`config.mk`:
```
export PLATFORM = sky130hd
export DESIGN_NAME = mealy_pattern_detector_param
export DESIGN_NICKNAME = d
export VERILOG_FILES = /design/src/rtl/mpd_pkg.sv /design/src/rtl/mpd_pattern_bank.sv /design/src/rtl/mealy_pattern_detector_param.sv
export SDC_FILE = /design/constraint.sdc
export NUM_CORES = 1
export LEC_CHECK = 0
export BUFFER_PORTS_ARGS = -buffer_cell sky130_fd_sc_hd__buf_4
export CAP_MARGIN = 40
export CORE_ASPECT_RATIO = 0.5
export CORE_MARGIN = 1
export CORE_UTILIZATION = 30
export CTS_CLUSTER_SIZE = 12
export DETAILED_ROUTE_END_ITERATION = 16
export PLACE_DENSITY = 0.55
export SKIP_CTS_REPAIR_TIMING = 1
export SYNTH_ARGS = -nofsm -noshare
export SYNTH_HDL_FRONTEND = slang
export SYNTH_SLANG_ARGS = --single-unit
```
`constraint.sdc`:
```
create_clock -name clk -period 3.7 [get_ports clk]
set_input_delay 0.37 -clock clk [delete_from_list [all_inputs] [get_ports clk]]
set_output_delay 0.37 -clock clk [all_outputs]
set_load 0.01 [all_outputs]
```
`src/rtl/mpd_pkg.sv`:
```
// Shared definitions for the parametrised Mealy pattern detector.
// Mode encoding and the default pattern image for WIDTH=4, NPAT=3.
package mpd_pkg;

    typedef enum logic {
        MODE_FRAMED  = 1'b0,
        MODE_SLIDING = 1'b1
    } mode_e;

    localparam int DEF_WIDTH = 4;
    localparam int DEF_NPAT  = 3;

    // Slot 0 = 0111, slot 1 = 1001, slot 2 = 1110.
    function automatic logic [DEF_NPAT*DEF_WIDTH-1:0] default_pat_init();
        return {4'b1110, 4'b1001, 4'b0111};
    endfunction

endpackage

```
`src/rtl/mpd_pattern_bank.sv`:
```
// Programmable pattern slots with a masked parallel compare.
// The lowest matching enabled slot wins.
module mpd_pattern_bank
    import mpd_pkg::*;
#(
    parameter int WIDTH = 4,
    parameter int NPAT  = 3,
    parameter int IDX_W = 2,
    parameter logic [NPAT*WIDTH-1:0] PAT_INIT = '0
) (
    input  logic             clk,
    input  logic             rst_n,
    input  logic             pat_we,
    input  logic [IDX_W-1:0] pat_idx,
    input  logic [WIDTH-1:0] pat_data,
    input  logic [NPAT-1:0]  pat_en,
    input  logic [WIDTH-1:0] window,
    output logic             hit,
    output logic [IDX_W-1:0] hit_id
);

    logic [WIDTH-1:0] pats [NPAT];
    logic [NPAT-1:0]  eq;

    // Slot registers: reset image, then single-slot writes.
    // Indices with no matching slot are simply dropped.
    always_ff @(posedge clk) begin
        if (!rst_n) begin
            for (int k = 0; k < NPAT; k++) begin
                pats[k] <= PAT_INIT[k*WIDTH +: WIDTH];
            end
        end else if (pat_we) begin
            for (int k = 0; k < NPAT; k++) begin
                if (pat_idx == IDX_W'(k)) begin
                    pats[k] <= pat_data;
                end
            end
        end
    end

    // Compare every enabled slot against the candidate window.
    always_comb begin
        eq = '0;
        for (int k = 0; k < NPAT; k++) begin
            eq[k] = pat_en[k] && (pats[k] == window);
        end
    end

    // Priority encode: scan downwards so the lowest index lands last.
    always_comb begin
        hit    = 1'b0;
        hit_id = '0;
        for (int k = NPAT - 1; k >= 0; k--) begin
            if (eq[k]) begin
                hit    = 1'b1;
                hit_id = IDX_W'(k);
            end
        end
    end

endmodule

```
`src/rtl/mealy_pattern_detector_param.sv`:
```
// Serial Mealy detector: framed or sliding window against NPAT patterns.
// Holds window history, frame position/fill and the match counter.
module mealy_pattern_detector_param
    import mpd_pkg::*;
#(
    parameter int WIDTH   = 4,
    parameter int NPAT    = 3,
    parameter logic [NPAT*WIDTH-1:0] PAT_INIT =
        (NPAT*WIDTH)'(default_pat_init()),
    parameter int COUNT_W = 8,
    parameter int IDX_W   = (NPAT > 1) ? $clog2(NPAT) : 1
) (
    input  logic                     clk,
    input  logic                     rst_n,
    input  logic                     in_valid,
    input  logic                     in,
    input  logic                     mode,
    input  logic                     restart,
    input  logic                     pat_we,
    input  logic [IDX_W-1:0]         pat_idx,
    input  logic [WIDTH-1:0]         pat_data,
    input  logic [NPAT-1:0]          pat_en,
    input  logic                     cnt_clr,
    output logic                     dec,
    output logic [IDX_W-1:0]         match_id,
    output logic [COUNT_W-1:0]       match_cnt,
    output logic [$clog2(WIDTH)-1:0] frame_pos
);

    localparam int PW = $clog2(WIDTH);
    localparam logic [PW-1:0] LAST = PW'(WIDTH - 1);

    logic [WIDTH-2:0] history, history_d;
    logic [PW-1:0]    pos, pos_d;
    logic [PW-1:0]    fill, fill_d;
    logic [WIDTH-1:0] window;
    logic             sliding;
    logic             accept;
    logic             window_ready;
    logic             hit;
    logic [IDX_W-1:0] hit_id;

    assign sliding = (mode_e'(mode) == MODE_SLIDING);

    // Oldest bit in the MSB, the bit arriving now in the LSB.
    assign window = {history, in};

    assign accept = in_valid & ~restart;

    assign window_ready = sliding ? (fill == LAST) : (pos == LAST);

    // Zero-latency match flag; forced low while reset is held.
    assign dec = rst_n & accept & window_ready & hit;

    assign match_id = dec ? hit_id : '0;

    assign frame_pos = sliding ? fill : pos;

    mpd_pattern_bank #(
        .WIDTH    (WIDTH),
        .NPAT     (NPAT),
        .IDX_W    (IDX_W),
        .PAT_INIT (PAT_INIT)
    ) u_bank (
        .clk      (clk),
        .rst_n    (rst_n),
        .pat_we   (pat_we),
        .pat_idx  (pat_idx),
        .pat_data (pat_data),
        .pat_en   (pat_en),
        .window   (window),
        .hit      (hit),
        .hit_id   (hit_id)
    );

    // Next window state: shift on accepted bits, clear on restart.
    // A framed wrap clears history so frames never overlap.
    always_comb begin
        history_d = history;
        pos_d     = pos;
        fill_d    = fill;
        if (restart) begin
            history_d = '0;
            pos_d     = '0;
            fill_d    = '0;
        end else if (in_valid) begin
            history_d = window[WIDTH-2:0];
            if (sliding) begin
                if (fill != LAST) begin
                    fill_d = fill + 1'b1;
                end
            end else if (pos == LAST) begin
                pos_d     = '0;
                history_d = '0;
            end else begin
                pos_d = pos + 1'b1;
            end
        end
    end

    // Window state registers.
    always_ff @(posedge clk) begin
        if (!rst_n) begin
            history <= '0;
            pos     <= '0;
            fill    <= '0;
        end else begin
            history <= history_d;
            pos     <= pos_d;
            fill    <= fill_d;
        end
    end

    // Saturating match counter; an explicit clear beats a new match.
    always_ff @(posedge clk) begin
        if (!rst_n) begin
            match_cnt <= '0;
        end else if (cnt_clr) begin
            match_cnt <= '0;
        end else if (dec && (match_cnt != '1)) begin
            match_cnt <= match_cnt + 1'b1;
        end
    end

endmodule
```
# After elaboration in Yosys (flattened, before gate mapping)
# Memories as Yosys holds them, arrays and structs flattened.
# Cells that the tools add are included.
[word_totals] ff_bits=15 latch_bits=0 ramBits=12 romBits=0 inputBits=17 out_inout_bits=13 wordCells=64 mem_count=1
[op_classes] add_sub_neg=3 mul=0 n_div=0 magnitude_cmp=0 eq_ne=9 shifts=0 n_mux=28 n_bitwise=10 n_reduce_logical=9
[mem_list] memory="u_bank.pats" depth=3 width=4 read_ports=3 rd_clocked_by_memory_dff=0 write_ports=3 line_no="mpd_pattern_bank.sv:22" rtl="logic [WIDTH-1:0] pats [NPAT];"
[op_table] op="$mux 1" count=17
[op_table] op="$eq 4x4->1" count=3
[op_table] op="$mux 2" count=6
[op_table] op="$mux 4" count=3
[op_table] op="$add 8x1->8 const B" count=1
[op_table] op="$ne 8x8->1 const B" count=1
[op_table] op="$eq 2x2->1 const B" count=3
[op_table] op="$mux 3" count=2
[op_table] op="$add 2x1->2 const B" count=2
[op_table] op="$and 1x1->1" count=4
[op_table] op="$logic_and 1x1->1" count=4
[op_table] op="$reduce_or 2->1" count=2
[op_table] op="$not 1->1" count=3
[op_table] op="$or 1x1->1" count=3
[op_table] op="$reduce_and 3->1" count=1
[op_table] op="$eq 2x1->1 const B" count=1
[op_table] op="$logic_not 2->1" count=1
[op_table] op="$ne 2x2->1 const B" count=1
[op_table] op="$reduce_and 2->1" count=1

# Logic depth before layout (Yosys ltp)
[logic_depth] word_depth=7 ltp_mapped=7 ltp_nobuf=6

# By module
# Synthesis repeated with hierarchy kept, for this count alone.
[hier_totals] cells_unflattened=136 hier_area_um2=1458.9
[by_module_without_submodules] mod="mealy_pattern_detector_param" instances=1 cells_per_inst=87 area_each_um2=833.3 seq_area_each_um2=300.3
[by_module_without_submodules] mod="mpd_pattern_bank" instances=1 cells_per_inst=49 area_each_um2=625.6 seq_area_each_um2=360.3

# Worst setup path before layout
# Ideal clock, no wire load.
[synth_path] kind="in2out" start="in mode" end="out match_id[1]" t_arrival_ps=1466 required_time_ps=3330 path_slack_ps=1864 path_stages=6 path_buffers=2 cell_sequence="buf_4 > mux2i_1 > or2_1 > clkbuf_1 > nand2b_1 > nor3b_1"
[synth_between] elab_chain_cells=4
[synth_rtl] item="start: declaration" line_no="mealy_pattern_detector_param.sv:17" rtl="input logic mode,"
[synth_rtl] item="$mux 1" line_no="mealy_pattern_detector_param.sv:50" rtl="assign window_ready = sliding ? (fill == LAST) : (pos == LAST);"
[synth_rtl] item="$and 1x1->1 (2 in series)" line_no="mealy_pattern_detector_param.sv:53" rtl="assign dec = rst_n & accept & window_ready & hit;"
[synth_rtl] item="$mux 2" line_no="mealy_pattern_detector_param.sv:55" rtl="assign match_id = dec ? hit_id : '0;"
[synth_rtl] item="end: declaration" line_no="mealy_pattern_detector_param.sv:25" rtl="output logic [IDX_W-1:0] match_id,"
# Every way passes these cells.

# Worst setup path after layout
[layout_path] start="reg history[0]" end="out match_id[1]"
[layout_between] elab_chain_cells=7 elab_cells_between_ends=14 cone_classes="eq/ne (3); mux (7); bitwise (1); reduce/logical (3)"
[layout_rtl] item="start: declaration" line_no="mealy_pattern_detector_param.sv:33" rtl="logic [WIDTH-2:0] history, history_d;"
[layout_rtl] item="start signal: assignment" line_no="mealy_pattern_detector_param.sv:108" rtl="history <= history_d;"
[layout_rtl] item="$eq 4x4->1" line_no="mpd_pattern_bank.sv:45" rtl="eq[k] = pat_en[k] && (pats[k] == window);"
[layout_rtl] item="$logic_and 1x1->1" line_no="mpd_pattern_bank.sv:45"
[layout_rtl] item="$mux 1 (3 in series)" line_no="mpd_pattern_bank.sv:54" rtl="if (eq[k]) begin"
[layout_rtl] item="$and 1x1->1" line_no="mealy_pattern_detector_param.sv:53"
[layout_rtl] item="$mux 2 (*)" line_no="mealy_pattern_detector_param.sv:55"
# Mark *: on every way between the ends. The rest lies on a longest branch, timed or not.

==> flow_metrics.tcl <==
set metrics [dict create \
    status "complete, no violations" \
    ys_seq_area_share_pct 44.4 \
    power.density_nw_per_um2 317 \
    cts_num_sinks 27 \
    cts-root-buf "clkbuf_8" \
    rsz0062_at_grt "false" \
    ant_nets 0 \
    final_cell_area_um2 1800 \
    grt_util_all_layers_pct 11.8 \
    syn_nets 170 \
    ys_types 36 \
    hold_viol 0 \
    clock_latency_ps 280 \
    layout-drive-gt1-share_pct 21.6 \
    hold_class "input pin to register" \
    synth_edf_count 12 \
    ys_warn_count 0 \
    post-route-period-util_pct 62.9 \
    required_ps 3330 \
    nNetsFinal 197 \
    pin_count 30 \
    die_w_um 102 \
    dp_hpwl_mm 2.25 \
    gp_congestion 0.702 \
    netlist_instances 150 \
    worst_pin_slew_ps 600 \
    drc 0 \
    num-fill-cells 477 \
    htreeDepth 1 \
    critPathArrivalTime_ps 1960 \
    ys.flop_type "dfxtp_1" \
    grt_pass1_vias 1031 \
    worstSetupStartpointType "register" \
    grt_max_degree 18 \
    async_reset_ff_share_pct 0 \
    period_needed_ps 2330 \
    cts_tree "done" \
    drtIter0Drc 40 \
    placementRows 17 \
    numCtsBuffers 3 \
    worstPathMaxFanout 12 \
    dr_total_vias 1118 \
    ys_ff_latch 27 \
    grt_remaining_overflow 0 \
    start_util_pct 32.6 \
    antenna_found_initial 0 \
    die_area_um2 5270 \
    portBuffers 29 \
    synth_area_per_cell_um2 9.93 \
    relSlewSlack_pct 59.6 \
    die_h_um 51.8 \
    finalClockSkew_ps 8.42 \
    grt_pass1_wl_mm 4.70 \
    maxSlewViolCount 0 \
    cp-end-kind "output pin" \
    clkTransAtPathRegs_ps 100 \
    fmaxAchievable_ghz 0.430 \
    syn_to_final_growth_pct 20.6 \
    vdd_drop_max_v 0.000144 \
    avgRoutedWirePerCell_um 11.9 \
    coreArea_um2 4570 \
    antenna_cells 0 \
    setup_tns_ps 0 \
    dr.pass1.iters 4 \
    finalSetupViolCount 0 \
    reg2reg_depth 6 \
    holdPathStages 2 \
    syn_area_um2 1490 \
    vias_per_cell 4.62 \
    clockBufferDepth 2 \
    leakagePower_nw 0.690 \
    wirelength_mm 2.89 \
    placed_area_um2 1750 \
    critPathKind "register to output pin" \
    drv_cap 0 \
]
-- final timing paths --
kind	slack [ps]	from	endpoint
worst min register to register	510	pos[1]$_SDFFE_PP0P_	pos[1]$_SDFFE_PP0P_
worst min-delay path	360	pat_data[3]	u_bank.pats[0][3]$_SDFFCE_PP0P_
worst max register to register	1730	match_cnt[0]$_SDFFE_PP0P_	match_cnt[3]$_SDFFE_PP0P_
worst max-delay path	1370	history[0]$_SDFFE_PP0P_	match_id[1]
-- area by class of cell --
| class | instances | area, um2 | share of cell area [%] |
|---|---|---|---|
| Clock buffer | 3 | 41.3 | 2.30 |
| Clock inverter | 1 | 8.76 | 0.488 |
| Inverter | 2 | 7.51 | 0.418 |
| Multi-Input combinational cell | 113 | 769 | 42.9 |
| Sequential cell | 27 | 661 | 36.8 |
| Tap cell | 66 | 82.6 | 4.60 |
| Timing Repair Buffer | 30 | 225 | 12.5 |
-- stage by stage --
step	total power [mW]	cells	setup slack, ps	util, %	hold WS [ps]
after floorplan	0.373	150	1860	-	468
after global placement	0.395	237	1660	38.0	489
after detailed placement	0.397	238	1610	38.2	493
after CTS	0.577	242	1370	39.3	360
after global routing	0.593	242	1240	39.3	364
final	0.569	242	1370	39.3	364
-- report_power, final --
part           switching (mW)  internal, mW
clock network          0.0997        0.0792
logic                  0.0301        0.0278
registers             0.00679         0.325
total                   0.137         0.432
-- registers in the layout, indices dropped and copies added (netlist names) --
signal       count
fill             2
u_bank.pats     12
history          3
pos              2
match_cnt        8
-- cells in the final DEF (no fill, tap or decap) --
master,instances
a211oi_1,1
a21o_1,1
a21oi_1,5
a311o_1,2
a311oi_1,2
a31oi_1,5
a31oi_4,1
and2_1,4
and3_1,1
and4_1,1
buf_4,30
clkbuf_8,3
dfxtp_1,15
edfxtp_1,12
ha_1,3
inv_1,2
inv_6,1
mux2_2,2
mux2i_1,9
nand2_1,17
nand2b_1,13
nand3_1,9
nand3b_1,3
nand4_1,2
nand4b_1,1
nor2_1,7
nor2b_1,1
nor3_1,2
nor3_2,1
nor3b_1,1
o211a_1,2
o21ai_0,3
or2_1,1
xnor2_1,3
xor2_1,10
-- worst max-delay path, cell delays in order (launching register included) --
cell	delay (ps)
dfxtp_1	380
xor2_1	180
nor3_1	230
nand3_1	420
nor3b_1	300
buf_4	160
-- synth_stat cells, types with 4 or more instances --
| master | number | share of area, % |
|---|---|---|
| mux2i_1 | 9 | 6.1 |
| dfxtp_1 | 15 | 20 |
| nand2_1 | 17 | 4.3 |
| a31oi_1 | 5 | 2.1 |
| nor2_1 | 7 | 1.8 |
| and2_1 | 4 | 1.7 |
| edfxtp_1 | 12 | 24 |
| nand2b_1 | 13 | 5.5 |
| nand3_1 | 9 | 3.0 |
| xor2_1 | 10 | 5.9 |
| a21oi_1 | 5 | 1.7 |
-- metal layers --
metal,wire (um),vias up,track usage (%)
li1,-,583,-
met1,1470,508,14.7
met2,1260,23,20.0
met3,128,4,3.49
met4,27,0,2.90
met5,0,-,0
-- cell families after synthesis --
kind of cell,after synthesis,synth area share (%)
flip-flops,27,44.4
buffers and inverters,10,3.95
AO/OA/AOI/OAI,22,11.1
multiplexers,11,7.56
XOR/XNOR,13,7.65
AND/OR/NAND/NOR,64,22.9
adder cells (fa/ha/maj),3,2.52
(Power assumes the default switching activity.)
